<file path="config.mk">
export PLATFORM = sky130hd
export DESIGN_NAME = ifmap_frame_scheduler
export DESIGN_NICKNAME = d
export VERILOG_FILES = /design/src/rtl/ifmap_frame_scheduler.sv
export SDC_FILE = /design/constraint.sdc
export NUM_CORES = 1
export LEC_CHECK = 0
export CAP_MARGIN = 15
export CORE_MARGIN = 2
export CORE_UTILIZATION = 39
export CTS_BUF_LIST = sky130_fd_sc_hd__clkbuf_4 sky130_fd_sc_hd__clkbuf_8 sky130_fd_sc_hd__clkbuf_16
export CTS_CLUSTER_DIAMETER = 120
export CTS_CLUSTER_SIZE = 10
export DETAILED_ROUTE_END_ITERATION = 8
export GPL_ROUTABILITY_DRIVEN = 0
export PLACE_DENSITY_LB_ADDON = 0.3
export SLEW_MARGIN = 30
export SYNTH_ARGS = -nofsm -noshare
export SYNTH_HDL_FRONTEND = slang
export SYNTH_SLANG_ARGS = --single-unit
export TNS_END_PERCENT = 100
</file>
<file path="constraint.sdc">
create_clock -name clock -period 3 [get_ports clock]
set_clock_uncertainty 0.1 [all_clocks]
set_input_delay 0.6 -clock clock [delete_from_list [all_inputs] [get_ports clock]]
set_output_delay 0.6 -clock clock [all_outputs]
set_load 0.05 [all_outputs]
</file>
<file path="src/rtl/ifmap_frame_scheduler.sv">
// Frame scheduler around the single-port ifmap BRAM: host LOAD, accelerator RUN, result latch.
// Optional RUN watchdog enabled by defining IFS_WATCHDOG_EN.
module ifmap_frame_scheduler #(
    parameter int FRAME_LEN   = 784,
    parameter int ADDR_W      = 10,
    parameter int DATA_W      = 8,
    parameter int TIMEOUT_CYC = 1048575
) (
    input  logic              clock,
    input  logic              reset,
    input  logic              host_valid,
    input  logic [DATA_W-1:0] host_data,
    output logic              host_ready,
    input  logic              acc_read_en,
    input  logic [ADDR_W-1:0] acc_read_addr,
    output logic [DATA_W-1:0] acc_data,
    output logic              acc_data_valid,
    output logic              system_enable,
    input  logic [3:0]        final_out,
    input  logic              final_out_valid,
    output logic [3:0]        result,
    output logic              result_valid,
    output logic              busy,
    output logic              timeout_err,
    output logic              bram_we,
    output logic [ADDR_W-1:0] bram_addr,
    output logic [DATA_W-1:0] bram_din,
    input  logic [DATA_W-1:0] bram_dout
);

    typedef enum logic [2:0] {
        S_LOAD,
        S_ARM,
        S_START,
        S_RUN,
        S_DONE
    } state_t;

    localparam logic [ADDR_W-1:0] LAST_ADDR = ADDR_W'(FRAME_LEN - 1);
    localparam logic [ADDR_W:0]   FRAME_END = (ADDR_W + 1)'(FRAME_LEN);

    state_t            state_q, state_d;
    logic [ADDR_W-1:0] wr_ptr_q, wr_ptr_d;
    logic              rd_valid_q, rd_valid_d;
    logic              rd_oob_q, rd_oob_d;
    logic [3:0]        result_q, result_d;
    logic              result_valid_q, result_valid_d;
    logic              handshake;

`ifdef IFS_WATCHDOG_EN
    localparam int             CNT_W   = $clog2(TIMEOUT_CYC + 1);
    localparam logic [CNT_W-1:0] WD_LAST = CNT_W'(TIMEOUT_CYC - 1);
    logic [CNT_W-1:0] wd_cnt_q, wd_cnt_d;
    logic             timeout_err_q, timeout_err_d;
`endif

    assign handshake = host_valid && (state_q == S_LOAD);

    always_comb begin
        state_d        = state_q;
        wr_ptr_d       = wr_ptr_q;
        rd_valid_d     = 1'b0;
        rd_oob_d       = 1'b0;
        result_d       = result_q;
        result_valid_d = result_valid_q;
`ifdef IFS_WATCHDOG_EN
        wd_cnt_d       = wd_cnt_q;
        timeout_err_d  = timeout_err_q;
`endif
        unique case (state_q)
            S_LOAD: begin
                if (handshake) begin
                    // wr_ptr==0 marks the first byte of a new frame
                    if (wr_ptr_q == '0) begin
                        result_valid_d = 1'b0;
`ifdef IFS_WATCHDOG_EN
                        timeout_err_d  = 1'b0;
`endif
                    end
                    if (wr_ptr_q == LAST_ADDR) begin
                        wr_ptr_d = '0;
                        state_d  = S_ARM;
                    end else begin
                        wr_ptr_d = wr_ptr_q + 1'b1;
                    end
                end
            end
            S_ARM:   state_d = S_START;
            S_START: begin
                state_d = S_RUN;
`ifdef IFS_WATCHDOG_EN
                wd_cnt_d = '0;
`endif
            end
            S_RUN: begin
                rd_valid_d = acc_read_en;
                rd_oob_d   = ({1'b0, acc_read_addr} >= FRAME_END);
                if (final_out_valid) begin
                    result_d       = final_out;
                    result_valid_d = 1'b1;
                    state_d        = S_DONE;
`ifdef IFS_WATCHDOG_EN
                    timeout_err_d  = 1'b0;
                end else if (wd_cnt_q == WD_LAST) begin
                    result_d       = 4'hE;
                    result_valid_d = 1'b1;
                    timeout_err_d  = 1'b1;
                    state_d        = S_DONE;
                end else begin
                    wd_cnt_d = wd_cnt_q + 1'b1;
`endif
                end
            end
            S_DONE:  state_d = S_LOAD;
            default: state_d = S_LOAD;
        endcase
    end

    always_ff @(posedge clock) begin
        if (reset) begin
            state_q        <= S_LOAD;
            wr_ptr_q       <= '0;
            rd_valid_q     <= 1'b0;
            rd_oob_q       <= 1'b0;
            result_q       <= 4'hF;
            result_valid_q <= 1'b0;
`ifdef IFS_WATCHDOG_EN
            wd_cnt_q       <= '0;
            timeout_err_q  <= 1'b0;
`endif
        end else begin
            state_q        <= state_d;
            wr_ptr_q       <= wr_ptr_d;
            rd_valid_q     <= rd_valid_d;
            rd_oob_q       <= rd_oob_d;
            result_q       <= result_d;
            result_valid_q <= result_valid_d;
`ifdef IFS_WATCHDOG_EN
            wd_cnt_q       <= wd_cnt_d;
            timeout_err_q  <= timeout_err_d;
`endif
        end
    end

    assign host_ready     = (state_q == S_LOAD);
    assign system_enable  = (state_q == S_START);
    assign busy           = (state_q != S_LOAD);
    assign bram_we        = handshake;
    assign bram_din       = host_data;
    assign bram_addr      = (state_q == S_RUN) ? acc_read_addr : wr_ptr_q;
    assign acc_data_valid = rd_valid_q;
    assign acc_data       = (rd_valid_q && !rd_oob_q) ? bram_dout : '0;
    assign result         = result_q;
    assign result_valid   = result_valid_q;
`ifdef IFS_WATCHDOG_EN
    assign timeout_err    = timeout_err_q;
`else
    assign timeout_err    = 1'b0;
`endif

endmodule

</file>
==> metrics.log, run 1 <==
INFO  metric run_status = complete, no violations
INFO  metric synth_warnings = 0
INFO  metric p_per_area = 289 nW/um^2
INFO  metric placementRows = 19
INFO  metric internal-power = 0.359 mW
INFO  metric core_region_area = 2780 sq um
INFO  metric synth_seq_area_share = about a third
INFO  metric die_h = 58.4 um
INFO  metric max_buffers_root_to_sink = 2
INFO  metric netSwitchingFraction = about a quarter
INFO  metric place_ws = roughly 300 ps
INFO  metric tritoncts_clock_tree = done
INFO  metric cp_max_fo = 10
INFO  metric via_count = between 1,000 and 1,500
INFO  metric top_area_cells_in_the_synthesized_netlist = sky130_fd_sc_hd__dfxtp_1 35%, sky130_fd_sc_hd__mux2_2 9.8%, sky130_fd_sc_hd__buf_4 5.9%
INFO  metric clkTransAtPathRegs = 100 ps
INFO  metric initial_core_utilization = 41.5%
INFO  metric area_growth = 42.6%
INFO  metric mappedNetlistNets = 166
INFO  metric timing_worst_setup_path_type = in2out
INFO  metric synth_top_area_share = about a third
INFO  metric route.antenna.remaining_nets = 0
INFO  metric drt_pre_antenna_iters = 2
INFO  metric asyncSetResetFlopFracSynth = 0%
INFO  metric synth_largest_area_cell = sky130_fd_sc_hd__dfxtp_1
INFO  metric yosys.cell_count.top_type = sky130_fd_sc_hd__dfxtp_1
INFO  metric setup_total_negative_slack = 0 ps
INFO  metric drv.max_cap_violation_count = 0
INFO  metric viasPerCell = 5.07
INFO  metric worst_slew_pin_slew = 628 ps
INFO  metric n_antenna_cell = 0
INFO  metric worst_setup_path_start_kind = primary input
INFO  metric grt_first_pass_wirelength = 4.77 mm
INFO  metric postSynthCellCount = ~130
INFO  metric p_switching = 0.117 mW
INFO  metric synth_commonest_cells = 20 x sky130_fd_sc_hd__dfxtp_1, 14 x sky130_fd_sc_hd__nand2_1, 11 x sky130_fd_sc_hd__nor2_1
INFO  metric synthesis.area_per_instance = between 8 and 9 sq um
INFO  metric drive_above_1_share = 21.1%
INFO  metric required_time_of_the_critical_path = 2300 ps
INFO  metric share_seq_of_total_power = 57.0%
INFO  metric synth_seq_cells = 20
INFO  metric slew-limit-headroom = 58.0%
INFO  metric postCtsResizedCells = 0
INFO  metric totalWireLength = between 2 and 3 mm
INFO  metric starting_drt_drc_count = 14
INFO  metric route.detailed.drc = 0
INFO  metric netlist-cell-type-count = 32
INFO  metric timing.hold.worst.class = reg2reg
INFO  metric clock_latency = approximately 300 ps
INFO  metric max_transition_viols_final = 0
INFO  metric chipWidth = approximately 60 um
INFO  metric io_pins = 72
INFO  metric placed_cell_area = 1620 sq um
INFO  metric postLayoutCellArea = 1650 sq um
INFO  metric maximum_number_of_pins_on_one_net_before_global_route_repair = 14
INFO  metric grt_antenna_before_repair = 0
INFO  metric placement.io_buffers = 54
INFO  metric layout.nets = around 210
INFO  metric setup_ws = 300 ps
INFO  metric worst_ir_drop_vdd = 0.188 mV
INFO  metric cts_inserted_buffers = 3
INFO  metric data_arrival_time_of_the_critical_path = around 2000 ps
INFO  metric setup_viol = 0
INFO  metric clk_root_buffer_cell = sky130_fd_sc_hd__clkbuf_4
INFO  metric overflow = 0
INFO  metric max_freq = approximately 370 MHz
INFO  metric finalPower = 0.476 mW
INFO  metric dieArea = 3410 sq um
INFO  metric power.share.clock = 26.1%
INFO  metric synth-edff-count = 0
INFO  metric final_period_minus_worst_setup_slack = 2700 ps
INFO  metric synth_area = 1150 sq um
INFO  metric clock-sinks = 20
INFO  metric wl_per_cell = 14.3 um
INFO  metric post-cts-setup-buffer-count = 0
INFO  metric total_leakage_power = between 0.7 and 0.8 nW
INFO  metric pwr-share-comb = 16.9%
INFO  metric detailedPlacementHpwl = approximately 2.3 mm
INFO  metric crit_end_element = output port
INFO  metric finalHoldViolCount = 0
INFO  metric ys.flop_type = sky130_fd_sc_hd__dfxtp_1
INFO  metric track_usage = 17.8%
INFO  metric layout_worst_path_cycle_share = 90.0%
INFO  metric first_global_vias = 1,107
INFO  metric unrepaired_setup_endpoints_after_global_routing = false
INFO  metric cts_hold_repair.buffers = 0
INFO  metric htreeDepth = 1
logic make-up after synthesis:
kind of cell / share of synthesized area [%]
AND/OR/NAND/NOR: 31.3
flip-flops: 34.7
XOR/XNOR: 6.07
adder cells (fa/ha/maj): 2.17
other: 0.325
multiplexers: 13.2
buffers and inverters: 8.13
AO/OA/AOI/OAI: 4.01
state kept, by name, indices dropped and copies added, names as in the netlist:
| register | flops |
|---|---|
| rd_oob_q | 1 |
| result | 4 |
| result_valid | 1 |
| wr_ptr_q | 10 |
| acc_data_valid | 1 |
| state_q | 3 |
critical path, stage by stage:
cell and delay (ps):
sky130_fd_sc_hd__clkdlybuf4s50_1 500, sky130_fd_sc_hd__or4b_4 510, sky130_fd_sc_hd__inv_2 210, sky130_fd_sc_hd__buf_12 170
cell type report:
| type | count | area (sq um) |
|---|---|---|
| clock buffer | 3 | 22.5 |
| fill | 275 | 1140 |
| inverter | 5 | 18.8 |
| multi-input combinational | 93 | 659 |
| sequential | 20 | 400 |
| tap | 31 | 38.8 |
| timing repair buffer | 54 | 505 |
worst paths after layout:
check        slack [ps]  startpoint          end  depth (start not counted)
max                 300  host_valid      bram_we                          4
max reg2reg        1040  state_q[2]  wr_ptr_q[0]                          5
min reg2reg         380   result[1]    result[1]                          2
min                 380   result[1]    result[1]                          2
power groups by stage:
| stage | clock network, mW | logic (mW) | registers [mW] |
|---|---|---|---|
| floorplan | 0 | 0.0635 | 0.276 |
| detailed placement | 0 | 0.0809 | 0.277 |
| global placement | 0 | 0.0790 | 0.277 |
| global route | 0.138 | 0.0871 | 0.272 |
| CTS | 0.129 | 0.0815 | 0.271 |
| finish | 0.124 | 0.0805 | 0.271 |
layer usage:
metal	global-route usage (%)	routed length (um)
met5	0	0
met4	5.65	27
met3	2.86	175
met2	31.1	1490
met1	22.2	1250
cells in the final DEF, fill, tap and decap left out, drive strengths merged:
master,instances
a211oi,2
a21oi,2
and2,8
and3,2
buf,19
clkbuf,3
clkdlybuf4s50,35
conb,1
dfxtp,20
ha,2
inv,5
mux2,10
mux2i,4
nand2,15
nand2b,1
nand3,3
nand3b,1
nand4,5
nand4b,1
nor2,11
nor2b,2
nor3,2
nor3b,3
nor4,6
o31ai,1
or3,1
or4,1
or4b,1
xnor2,3
xor2,5
stage by stage:
stage	hold slack [ps]	util, %	std cells
floorplan	377	-	129
global placement	355	58.3	203
detailed placement	365	58.3	203
CTS	388	59.2	206
global route	436	59.2	206
finish	382	59.2	206
(Power assumes the default switching activity.)
==> inputs of run 2 (changes only) <==
--- a/config.mk
+++ b/config.mk
@@ -5,6 +5,7 @@
 export SDC_FILE = /design/constraint.sdc
 export NUM_CORES = 1
 export LEC_CHECK = 0
+export ABC_CLOCK_PERIOD_IN_PS = 3000
 export CAP_MARGIN = 15
 export CORE_MARGIN = 2
 export CORE_UTILIZATION = 39
==> results of run 2 <==
The final DEF is identical to that of run 1; final timing and power are the same.
==> RTL edit 1, RTL diff (flow settings as in run 2) <==
Encoding of `state_t`: now Gray code (3 bits for 5 states).
--- a/src/rtl/ifmap_frame_scheduler.sv
+++ b/src/rtl/ifmap_frame_scheduler.sv
@@ -30,9 +30,9 @@
 
     typedef enum logic [2:0] {
-        S_LOAD,
-        S_ARM,
-        S_START,
-        S_RUN,
-        S_DONE
+        S_LOAD  = 3'b000,
+        S_ARM   = 3'b001,
+        S_START = 3'b011,
+        S_RUN   = 3'b010,
+        S_DONE  = 3'b110
     } state_t;
 
Check against the original RTL: same outputs for any inputs over 10 cycles, from zero or initial values and one cycle with reset high; not proved beyond that.
==> RTL edit 1 against run 2 <==
- sequential cell count unchanged
- design area increased by 3.5%
- utilization increased by 1.6 points
- synthesized area increased by 2.0%
- highest routed layer unchanged
- the run now ends with design-rule violations left
- routed wire length decreased by 1.1%
- power increased by 8.7%
- critical path depth decreased by 1
- worst setup slack improved by 52 ps
==> RTL edit 1: results (changes against run 2) <==
** Routing
- First drt pass iteration count :: 6 (+4)
- The DRC violation total after the first TritonRoute iteration was 17 (+3).
- The detail-routed via count per cell was 5.33 (+5.2%).
- The wire length after detailed routing was 2910 um (-1.1%).
- The DRC violation count after routing was 10 (+10).

** Setup path
- The endpoint identified for the worst register-to-register timing path is wr_ptr_q[4].
- The delay of the slowest cell on the worst path came to 790 ps (+280 ps).
- Reg2reg path depth :: 4 (-1)
- Register-to-register setup slack :: 1200 ps (+160 ps)
- Data arrival at the endpoint of the critical path :: 1950 ps (-50 ps)
- Cell type of the slowest stage on the worst timing path :: clkdlybuf4s50_1
- R2R Path Start :: wr_ptr_q[4]
- The peak fanout along the critical path was 1 (-9).

** Timing
- Max-slew violation count :: 0 (unchanged)
- Max_slew headroom :: 65.7% (+7.7 points)

** Yosys
- Share of cell area taken by muxes after synthesis :: 7.66% (-5.6 points)
- Per-instance average area after synthesis :: 9.12 um^2 (+2.0%)
- The post-synthesis share of cell area spent on full adders, half adders and majority gates came to 2.13% (-0.042 points).
- The commonest cells after synthesis are 20 x dfxtp_1, 12 x nor2_1, 9 x buf_4, 9 x nand2_1.
- Post-synthesis share of cell area spent on xor and xnor gates :: 6.70% (+0.63 points)
- Ranked by total cell area, the synthesized netlist is headed by dfxtp_1 34%, mux2_2 7.7%, buf_4 5.7%.
- Netlist cell types :: 37 (+16%)
- Sequential fraction of the synthesis area :: 34.0% (-0.66 points)
- The share of the synthesized area in compound gates (AO/OA/AOI/OAI) came to 6.49% (+2.5 points).
- The number of nets in the synthesized netlist came to 166 (unchanged).

** Placed design
- DP Worst Slack :: 343 ps (+44.0 ps)
- The placed cell count is 202 (-0.49%).
- The post-DP HPWL was 2290 um (-0.97%).

** Pwr
- The internal portion of total power came to 394 uW (+9.8%).
- Part of the power in the clock network :: 29.9% (+3.8 points)
- Worst ir drop on vdd :: 0.188 mV (+0.15%)

** GRT
- Wire length of the first global-routing pass :: 4860 um (+1.9%)
- The combined global-route utilization of all metal layers came to 18.4% (+0.65 points).
- Number of global-route vias before repair :: 1118 (+0.99%)
- The maximum number of pins on one net before global-route repair was 22 (+8).

** Run status
- Run status :: finished with violations
- Violations in the final reports :: design-rule violations

** Layout
- Fraction of final layout cells with drive strength greater than 1 :: 24.6% (+3.4 points)
- The number of inserted filler cells in the final layout was 245 (-11%).

** Min path
- Startpoint of the tightest hold check path :: result[2]
- Count of cells along the worst hold path :: 1 (-1)
- For hold timing, the worst endpoint is result[2].
-- RTL edit 1: logic make-up after synthesis --
kind of cell,Yosys count
XOR/XNOR,9
buffers and inverters,17
AND/OR/NAND/NOR,61
flip-flops,20
other,1
AO/OA/AOI/OAI,11
adder cells (fa/ha/maj),2
multiplexers,8
-- RTL edit 1: power by group through the flow --
stage,logic [mW],clock network [mW],registers [mW]
after detailed placement,0.0904,0,0.278
after floorplan,0.0661,0,0.277
after global routing,0.0969,0.178,0.273
after global placement,0.0893,0,0.278
after CTS,0.0911,0.161,0.272
final,0.0903,0.155,0.272
-- RTL edit 1: worst max-delay path by stage --
stage | from | to | slack (ps) | cells past startpoint
final | bram_dout[0] | acc_data[0] | 350 | 3
after global routing | acc_data_valid | acc_data[0] | 240 | 3
after CTS | acc_data_valid | acc_data[0] | 330 | 3
after detailed placement | bram_dout[0] | acc_data[0] | 340 | 3
after global placement | bram_dout[0] | acc_data[0] | 350 | 3
after floorplan | state_q[2] | bram_addr[0] | 500 | 3
-- RTL edit 1: through the flow --
| step | hold WS (ps) | area (um^2) |
|---|---|---|
| after floorplan | 426 | 1180 |
| after global placement | 344 | 1670 |
| after detailed placement | 353 | 1670 |
| after CTS | 381 | 1700 |
| after global routing | 405 | 1700 |
| final | 374 | 1700 |
-- RTL edit 1: layout make-up --
cell class / count / area (um^2) / area share, %
multi-input combinational: 92 / 668 / 39.2
timing repair buffer: 56 / 548 / 32.2
sequential: 20 / 400 / 23.5
tap: 31 / 38.8 / 2.28
clock buffer: 4 / 36.3 / 2.13
inverter: 3 / 11.3 / 0.661
-- RTL edit 1: metal layers --
layer	share of wire, %	track usage (%)	vias up
met5	0	0	-
met4	3.7	11.0	0
met3	11	4.18	13
met2	46	31.3	59
met1	39	20.9	492
li1	-	-	535
==> RTL edit 2, RTL diff (config.mk and constraints of run 2) <==
Made on the original files. The option `IFS_WATCHDOG_EN` is turned on by a define.
--- a/src/rtl/ifmap_frame_scheduler.sv
+++ b/src/rtl/ifmap_frame_scheduler.sv
@@ -1,4 +1,6 @@
 // Frame scheduler around the single-port ifmap BRAM: host LOAD, accelerator RUN, result latch.
 // Optional RUN watchdog enabled by defining IFS_WATCHDOG_EN.
+`define IFS_WATCHDOG_EN
+
 module ifmap_frame_scheduler #(
     parameter int FRAME_LEN   = 784,
Function: no difference found for any inputs over 10 cycles, from zero or initial values and one cycle with reset high; that may be too few to reach the edited logic, so the function may still have changed.
==> RTL edit 2 against run 2 <==
- first-iteration DRC count grew to 11 times the old value
- critical path depth shrank 1
- clock power rose to 3.0 times the old value
- critical endpoint is now host_ready
- design area rose by 87%
- synthesized area increased by 100%
- maximum frequency rose by 0.69%
- sequential cell count rose by 21
- worst hold slack gained 3.8 ps
- register-to-register slack got worse by 190 ps
- routed wire length up 110%
- power up 120%
- worst setup slack better by 18 ps
==> RTL edit 2: results (changes against run 2) <==
** Pwr
- The internal portion of total power is 790 uW (+120%).
- Static Leak :: 1.27 nW (+81%)
- Worst ir drop on vdd :: 0.190 mV (+1.1%)

** Setup path
- Cell type of the slowest stage on the worst timing path :: clkdlybuf4s50_1
- In this design, the largest share of critical-path delay is due to buffers and inverters.
- Highest fanout seen on the critical path :: 6 (-4)
- The delay of the slowest cell on the worst path was 790 ps (+280 ps).
- The data arrival time of the worst path came to 1980 ps (-20 ps).

** CTS
- The number of gates given a new drive strength after cts was 0 (unchanged).
- Number of buffers added to fix hold violations after cts :: 0 (unchanged)
- The later pin in the worst-skew pair is clocked with a latency of slightly below 300 ps.
- Clock-pin slew of the registers on the worst-case setup and hold paths :: 80 ps (-20 ps)
- The number of buffers created by CTS is 5 (+2).
- Level count of the clock H-tree :: 2 (+1)
- The maximum clock path buffer count is 2 (unchanged).
- Post-CTS setup repair buffer count :: 0 (unchanged)
- The cell sitting at the root of the clock tree is a clkbuf_8.

** Layout
- Non-filler instance count after layout :: 415 (+100%)
- Number of flip-flops in the largest register :: 20 (+10)
- Largest reg by FF count :: wd_cnt_q
- Number of nets in the layout :: 379 (+77%)
- Total inserted antenna cells :: 0 (unchanged)
- The share of cells above drive strength 1 was 12.9% (-8.2 points).

** Yosys
- Sequential fraction of the synthesis area :: 35.6% (+0.85 points)
- In the post-synthesis netlist, the biggest area contributors are dfxtp_1 36%, nand2_1 8.1%, nor2_1 4.2%.
- The number of nets in the synthesized netlist was 328 (+98%).
- The largest total area in the synthesized netlist belongs to dfxtp_1.
- The count of cell types in the netlist came to 51 (+59%).
- Async S/R FF share, synth :: 0% (unchanged)
- The number of instances in the synthesized netlist came to 289 (+120%).
- The number of synthesis warnings was 0 (unchanged).
- Leading post-synthesis cells by instance count :: 50 x nand2_1, 41 x dfxtp_1, 26 x nor2_1, 13 x nand3_1, 11 x a21oi_1

** Placed design
- The placed cell count came to 408 (+100%).
- The number of port buffers was 55 (+1.9%).
- The cell area after placement came to 2990 um^2 (+84%).
- Placed wire-length estimate :: 4550 um (+96%)

** Timing
- Max_slew headroom :: 58.9% (+0.90 points)

** GRT
- The number of global-route vias before repair is 2073 (+87%).
- Maximum number of pins on one net before global-route repair :: 21 (+7)
- The global-route wire length before repair was 9580 um (+100%).
- Overall fraction of global-route tracks in use :: 18.7% (+0.89 points)
- The initial antenna violation count was 0 (unchanged).

** Run status
- Run status :: completed

** Routing
- First drt pass iteration count :: 4 (+2)
- The total number of vias was 2272 (+120%).
- The DRC violation total after the first TritonRoute iteration was 149 (+135).
- The detail-routed net length per standard cell was 14.8 um (+3.6%).

** Min path
- Hold WC Path Type :: flip-flop to flip-flop
[RTL edit 2: changes by cell type after synthesis, moves of 5 or more]
| cell | before | now |
|---|---|---|
| nor2_1 | 11 | 26 |
| o21ai_0 | 0 | 10 |
| nor3_1 | 2 | 7 |
| dfxtp_1 | 20 | 41 |
| nand3_1 | 3 | 13 |
| a21oi_1 | 2 | 11 |
| a31oi_1 | 0 | 10 |
| a21o_1 | 0 | 6 |
| mux2_2 | 10 | 0 |
| nand2_1 | 14 | 50 |
| and3_1 | 2 | 7 |
[RTL edit 2: power by group through the flow]
| stage | clock [mW] | combinational (mW) | sequential, mW |
|---|---|---|---|
| after floorplan | 0 | 0.0770 | 0.566 |
| after global placement | 0 | 0.110 | 0.567 |
| after detailed placement | 0 | 0.110 | 0.567 |
| after CTS | 0.375 | 0.111 | 0.555 |
| after global routing | 0.401 | 0.118 | 0.556 |
| final | 0.369 | 0.111 | 0.555 |
[RTL edit 2: area by class of cell]
class	instances	area, um^2
inverter	8	30.0
clock inverter	1	7.51
sequential	41	821
multi-input combinational	222	1350
timing repair buffer	62	693
fill	556	2740
clock buffer	6	82.6
tap	75	93.8
[RTL edit 2: cell families after synthesis]
group                    share of synthesized area, %
adder cells (fa/ha/maj)                          2.17
XOR/XNOR                                         3.41
buffers and inverters                            6.02
flip-flops                                       35.6
AND/OR/NAND/NOR                                  34.4
AO/OA/AOI/OAI                                    18.4
[RTL edit 2: tightest hold or removal path: stages, from the launching register on]
cell and delay [ps]:
dfxtp_1 320, o21ai_0 70, a21oi_1 60
[RTL edit 2: stage by stage]
| step | utilization (%) | setup WS [ps] | hold slack [ps] |
|---|---|---|---|
| finish | 52.9 | 318 | 386 |
| detailed placement | 51.4 | 350 | 373 |
| global route | 52.9 | 220 | 393 |
| floorplan | - | 222 | 351 |
| global placement | 51.4 | 399 | 360 |
| CTS | 52.9 | 309 | 384 |
[RTL edit 2: per-layer routing]
| metal | vias up | GRT usage, % | wire length (um) |
|---|---|---|---|
| met4 | 0 | 5.76 | 68 |
| met3 | 8 | 4.67 | 541 |
| li1 | 1134 | - | - |
| met5 | - | 0 | 0 |
| met2 | 78 | 32.1 | 2900 |
| met1 | 1052 | 22.9 | 2620 |
[RTL edit 2: final timing paths]
| kind | from | endpoint | slack, ps | depth (start not counted) |
|---|---|---|---|---|
| worst max-delay path | state_q[2] | host_ready | 320 | 3 |
| worst min-delay path | timeout_err | timeout_err | 390 | 2 |
| worst max register to register | wd_cnt_q[8] | result[0] | 850 | 5 |
| worst min register to register | timeout_err | timeout_err | 390 | 2 |
